==> src/rtl/ddr_tx_pkg.sv <==
// Shared types and helpers for the DDR transmit sequencer.
package ddr_tx_pkg;

    typedef enum logic {
        ST_IDLE  = 1'b0,
        ST_SHIFT = 1'b1
    } state_e;

    typedef logic [1:0] bit_pair_t;

    function automatic int beats(input int data_w);
        return data_w / 2;
    endfunction

endpackage

==> src/rtl/ddr_tx_ctrl.sv <==
// Word-to-bit-pair sequencer feeding a 2-bit-per-clock DDR output cell.
// Handshakes DATA_W-bit words in and emits one bit pair per clock, gaplessly when chained.
module ddr_tx_ctrl
    import ddr_tx_pkg::*;
#(
    parameter int        DATA_W    = 16,
    parameter bit        LSB_FIRST = 1'b0,
    parameter bit_pair_t IDLE_PAT  = 2'b00
) (
    input  logic              clk_i,
    input  logic              rst_n_i,
    input  logic              en_i,
    input  logic [DATA_W-1:0] data_i,
    input  logic              valid_i,
    output logic              ready_o,
    output logic [1:0]        ddr_o,
    output logic              frame_o,
    output logic              busy_o,
    output logic              underrun_o
);

    localparam int BEATS = beats(DATA_W);
    localparam int CNT_W = $clog2(BEATS);

    if ((DATA_W % 2) != 0 || DATA_W < 4) begin : g_bad_width
        $error("ddr_tx_ctrl: DATA_W must be even and >= 4");
    end

    state_e            state, state_nxt;
    logic [CNT_W-1:0]  beat;
    logic [DATA_W-1:0] shreg;
    bit_pair_t         ddr_q;
    logic              frame_q;
    logic              underrun_q;
    logic              chained_q;
    logic              valid_q;
    logic              last_beat;
    logic              ready;
    logic              accept;

    // Bit pair for the head of a word, and the word advanced past that pair.
    function automatic bit_pair_t head_pair(input logic [DATA_W-1:0] w);
        if (LSB_FIRST) return {w[1], w[0]};
        else           return {w[DATA_W-2], w[DATA_W-1]};
    endfunction

    function automatic logic [DATA_W-1:0] advance(input logic [DATA_W-1:0] w);
        if (LSB_FIRST) return w >> 2;
        else           return w << 2;
    endfunction

    assign last_beat = (beat == CNT_W'(BEATS - 1));
    assign accept    = valid_i & ready;

    always_ff @(posedge clk_i) begin
        if (!rst_n_i) state <= ST_IDLE;
        else          state <= state_nxt;
    end

    always_comb begin
        state_nxt = state;
        case (state)
            ST_IDLE:  if (accept)                state_nxt = ST_SHIFT;
            ST_SHIFT: if (last_beat && !accept)  state_nxt = ST_IDLE;
            default:                             state_nxt = ST_IDLE;
        endcase
    end

    always_comb begin
        ready  = en_i & ((state == ST_IDLE) | ((state == ST_SHIFT) & last_beat));
        busy_o = (state == ST_SHIFT);
    end

    // The beat counter tracks the pair currently visible on ddr_o.
    always_ff @(posedge clk_i) begin
        if (!rst_n_i) begin
            beat       <= '0;
            shreg      <= '0;
            ddr_q      <= IDLE_PAT;
            frame_q    <= 1'b0;
            underrun_q <= 1'b0;
            chained_q  <= 1'b0;
            valid_q    <= 1'b0;
        end else begin
            valid_q    <= valid_i;
            underrun_q <= (state == ST_SHIFT) & last_beat & en_i & ~accept
                          & (chained_q | valid_q);
            if (accept) begin
                shreg     <= advance(data_i);
                ddr_q     <= head_pair(data_i);
                frame_q   <= 1'b1;
                beat      <= '0;
                chained_q <= (state == ST_SHIFT);
            end else if (state == ST_SHIFT && !last_beat) begin
                shreg   <= advance(shreg);
                ddr_q   <= head_pair(shreg);
                frame_q <= 1'b1;
                beat    <= beat + CNT_W'(1);
            end else begin
                ddr_q     <= IDLE_PAT;
                frame_q   <= 1'b0;
                beat      <= '0;
                chained_q <= 1'b0;
            end
        end
    end

    assign ready_o    = ready;
    assign ddr_o      = ddr_q;
    assign frame_o    = frame_q;
    assign underrun_o = underrun_q;

endmodule

==> config.mk <==
export PLATFORM = sky130hd
export DESIGN_NAME = ddr_tx_ctrl
export DESIGN_NICKNAME = d
export VERILOG_FILES = /design/src/rtl/ddr_tx_pkg.sv /design/src/rtl/ddr_tx_ctrl.sv
export SDC_FILE = /design/constraint.sdc
export NUM_CORES = 1
export LEC_CHECK = 0
export CAP_MARGIN = 10
export CORE_MARGIN = 4
export CORE_UTILIZATION = 63
export CTS_CLUSTER_DIAMETER = 30
export CTS_CLUSTER_SIZE = 24
export DETAILED_ROUTE_END_ITERATION = 8
export DONT_BUFFER_PORTS = 1
export GPL_TIMING_DRIVEN = 0
export PLACE_DENSITY = 0.78
export REMOVE_ABC_BUFFERS = 1
export SYNTH_ARGS = -nofsm -noshare
export SYNTH_HDL_FRONTEND = slang
export SYNTH_SLANG_ARGS = --single-unit
==> constraint.sdc <==
create_clock -name clk_i -period 3.4 [get_ports clk_i]
set_input_delay 0.85 -clock clk_i [delete_from_list [all_inputs] [get_ports clk_i]]
set_output_delay 0.85 -clock clk_i [all_outputs]
set_load 0.03 [all_outputs]
# After elaboration in Yosys (flattened, before gate mapping)
# Cells that the tools add are included.
dict set report totals {
  inputBits 20
  out_inout_bits 6
  reg_bits 24
  wordCells 40
}
dict set report classes {
  reduce_logical 6
  n_addsub 1
  mux 11
  n_bitwise 12
  n_eq_ne 2
}
# operator n
set op_table {}
lappend op_table {{$mux W16} 2}
lappend op_table {{$and A1 B1 Y1} 6}
lappend op_table {{$mux W1} 6}
lappend op_table {{$mux W2} 2}
lappend op_table {{$not A1 Y1} 4}
lappend op_table {{$add A3 B1 Y3 const B} 1}
lappend op_table {{$eq A3 B3 Y1 const B} 1}
lappend op_table {{$reduce_or A3 Y1} 1}
lappend op_table {{$logic_and A1 B1 Y1} 2}
lappend op_table {{$logic_not A1 Y1} 2}
lappend op_table {{$ne A2 B2 Y1 const B} 1}
lappend op_table {{$or A1 B1 Y1} 2}
lappend op_table {{$pmux W1 S2} 1}
lappend op_table {{$reduce_bool A2 Y1} 1}

# Longest topological paths before layout
dict set report depth {
  depth_word 9
  ltp_mapped 6
  mapped_depth_nobuf 5
}

# Least setup slack after synthesis
# OpenSTA, ideal clock, no wires.
dict set report synth_path {
  kind {reg-to-output}
  start {register beat[0]}
  end {output ready_o}
  required_time_ns 2.550
  slack_ns 1.270
  path_stages_with_launch 6
  t_arrival_ns 1.280
  cell_sequence {dfxtp_1 > ha_1 > ha_1 > nand2b_1 > buf_2 > and2_1}
}
dict set report synth_between {
  elab_chain_cells 4
}
# element line
set synth_rtl {}
lappend synth_rtl {{from (decl)} ddr_tx_ctrl.sv:30} ;# logic [CNT_W-1:0] beat;
lappend synth_rtl {{from (signal assigned)} ddr_tx_ctrl.sv:98} ;# beat <= beat + CNT_W'(1);
lappend synth_rtl {{$eq A3 B3 Y1} ddr_tx_ctrl.sv:52} ;# assign last_beat = (beat == CNT_W'(BEATS - 1));
lappend synth_rtl {{$and A1 B1 Y1} ddr_tx_ctrl.sv:70} ;# ready = en_i & ((state == ST_IDLE) | ((state == ST_SHIFT) & last_beat));
lappend synth_rtl {{$or A1 B1 Y1} ddr_tx_ctrl.sv:70}
lappend synth_rtl {{$and A1 B1 Y1} ddr_tx_ctrl.sv:70}
lappend synth_rtl {{to (decl)} ddr_tx_ctrl.sv:15} ;# output logic ready_o,
# Every way passes these cells.

# Final worst setup path
# Ends and elaborated chain as after synthesis.

==> impl_metrics.toml <==
[finish]
diodes = 0
multi_input_area_um2 = 413
regArea_um2 = 480
finalInstanceArea_um2 = 952
nNetsFinal = 132
n_fill_cell = 126
syn_to_final_growth_pct = -0.653
drive_above_1_share = 0.0550

[route]
dr_wl_met2_um = 944
drc_errors = 0
wl_met3_um = 119
top_layer = "met3"
postRouteAntennaNets = 0
drtIter0Drc = 25
dr.pass1.iters = 4
routed_wl_mm = 1.79
vias = 763
post_drt_wl_per_cell_um = 14.4
vias_per_cell = 6.15
met1Wirelength_um = 721

[yosys]
syn_area_um2 = 958
yosys-top-cells-area = "dfxtp_1, nand2_1, a31oi_1"
syn_avg_cell_area_um2 = 8.48
netlist_top_cells_count = "nand2_1, dfxtp_1, o21ai_0"
syn_inst = 113
synth_top_area_share = 0.501
async_flop_share = 0
synth_flop_cell = "dfxtp_1"
yosysWarnings = 0
synth_edf_count = 0
synth-seq-cells = 24
seq_area_frac_synth = 0.501
synth_largest_area_cell = "dfxtp_1"
synth_most_common_cell = "nand2_1"
synth_cell_type_count = 23

[global_routing]
grt_max_degree = 31
grt_overflow = 0
grt_pass1_wl_mm = 2.91
grt_use_total = 0.188
grt_pass1_vias = 703
antenna_found_initial = 0

[clock_tree]
cts.clk_slew.worst_paths_ns = 0.13
cts_tree = "yes"
clk_latency_ns = 0.31
post_cts_resize_count = 0
cts_root_buf = "clkbuf_4"
cts_buffers = 3
hold_buffers = 0
cts_sinks = 24
clock_path_buffers = 2
postCtsSetupRepairBufs = 0
htree_levels = 1

[power]
peakVddDrop_mv = 0.376
powerDensity_nw_per_um2 = 524
power_leakage_nw = 0.357

[critical_path]
crit_family = "simple AND/OR/NAND/NOR gates"
required_ns = 2.55
path_cells = "ha_1 -> ha_1 -> nand2b_1 -> and2_1"
cpMaxStageDelayCell = "nand2b_1"
worst_setup_path_end_kind = "output port"
critical_path.startpoint_type = "register"
crit_type = "register to output port"
arrival_ns = 2.19
critical_path.max_stage_delay_ns = 0.72
worst-path-buf-inv = 0
cp_max_fo = 30
crit_top_cell = "ha_1"

[timing]
worst_slew_pin_slew_ns = 0.894
maxSlewHeadroom = 0.404
hold_viol = 0
final-setup-viol-count = 0
fin_crit_sh = 0.893
max_freq_mhz = 329
fin_setup_tns_ns = 0
fin_crit_ns = 3.04
fin_skew_ns = 0.00575
rsz0062_at_grt = "no"
slew_violations = 0

[floorplan]
dieArea_um2 = 2210
die_w_um = 47.0
core_um2 = 1370
start_util = 0.701
num_rows = 13
die_h_um = 47.0
ioPinCount = 26

[flow_run]
maxCapViolCount = 0

[placed_design]
placed_cell_area_um2 = 916
port_buffers = 0
dp_hpwl_mm = 1.16
gp_congestion = 0.703

[hold_path]
hold_path.class = "register to register"

[outcome]
outcome = "completed"
layout by cell type, fill, tap and decap left out:
master    netlist  layout
a21boi_0        3       3
a21boi_1        1       1
a21oi_1         2       2
a31oi_1        12      12
and2_1          1       1
and2_2          2       2
and3_1          2       2
clkbuf_4        0       3
clkbuf_8        0       1
dfxtp_1        24      24
ha_1            2       2
inv_1           1       1
mux2i_1         1       1
nand2_1        34      34
nand2b_1        1       1
nand3_1         2       2
nor2_1          2       2
nor2b_1         1       1
nor4_1          1       1
o21ai_0        13      13
sequential cells by signal, indices dropped and copies added (netlist names):
register and count:
ddr_o 2, valid_q 1, chained_q 1, frame_o 1, shreg 14, beat 3
busy_o 1, underrun_o 1
final timing paths:
| kind | startpoint | endpoint | slack (ns) | cells past startpoint |
|---|---|---|---|---|
| hold reg to reg | beat[0]$_SDFF_PP0_ | beat[0]$_SDFF_PP0_ | 0.44 | 1 |
| hold / removal | beat[0]$_SDFF_PP0_ | beat[0]$_SDFF_PP0_ | 0.44 | 1 |
| setup reg to reg | beat[0]$_SDFF_PP0_ | shreg[15]$_SDFFE_PN0P_ | 1.46 | 5 |
| setup / recovery | beat[0]$_SDFF_PP0_ | ready_o | 0.36 | 4 |
routing by layer:
| layer | vias to the layer above | GRT usage |
|---|---|---|
| met3 | 0 | 0.0613 |
| li1 | 378 | - |
| met5 | - | 0 |
| met2 | 19 | 0.347 |
| met4 | 0 | 0.0663 |
| met1 | 366 | 0.198 |
kinds of logic after synthesis:
logic type | count (synthesis) | share of synthesized area
AO/OA/AOI/OAI | 31 | 0.188
AND/OR/NAND/NOR | 46 | 0.206
multiplexers | 1 | 0.0104
adder cells (fa/ha/maj) | 2 | 0.0261
flip-flops | 24 | 0.501
buffers and inverters | 9 | 0.0679
stage by stage:
stage / hold slack (ns) / power (mW) / instances / setup slack [ns] / util
floorplan: 0.396 / 0.349 / 105 / 0.978 / -
global placement: 0.409 / 0.356 / 120 / 0.735 / 0.670
detailed placement: 0.430 / 0.359 / 120 / 0.704 / 0.670
CTS: 0.448 / 0.502 / 124 / 0.340 / 0.697
global route: 0.468 / 0.522 / 124 / 0.208 / 0.697
finish: 0.439 / 0.499 / 124 / 0.364 / 0.697
power by group:
part / switching (mW) / internal [mW] / total [mW] / leakage, nW
sequential: 0.0129 / 0.298 / 0.311 / 0.197
combinational: 0.0264 / 0.0148 / 0.0412 / 0.139
clock: 0.0814 / 0.0654 / 0.147 / 0.0210
total: 0.121 / 0.378 / 0.499 / 0.357
final cells by class:
cell class,instances,area share
clock buffers,4,0.0381
inverters,1,0.00394
well taps,15,0.0197
multi-input cells,80,0.434
flip-flops and latches,24,0.505
Note: power is estimated with default switching activity, not from simulation.
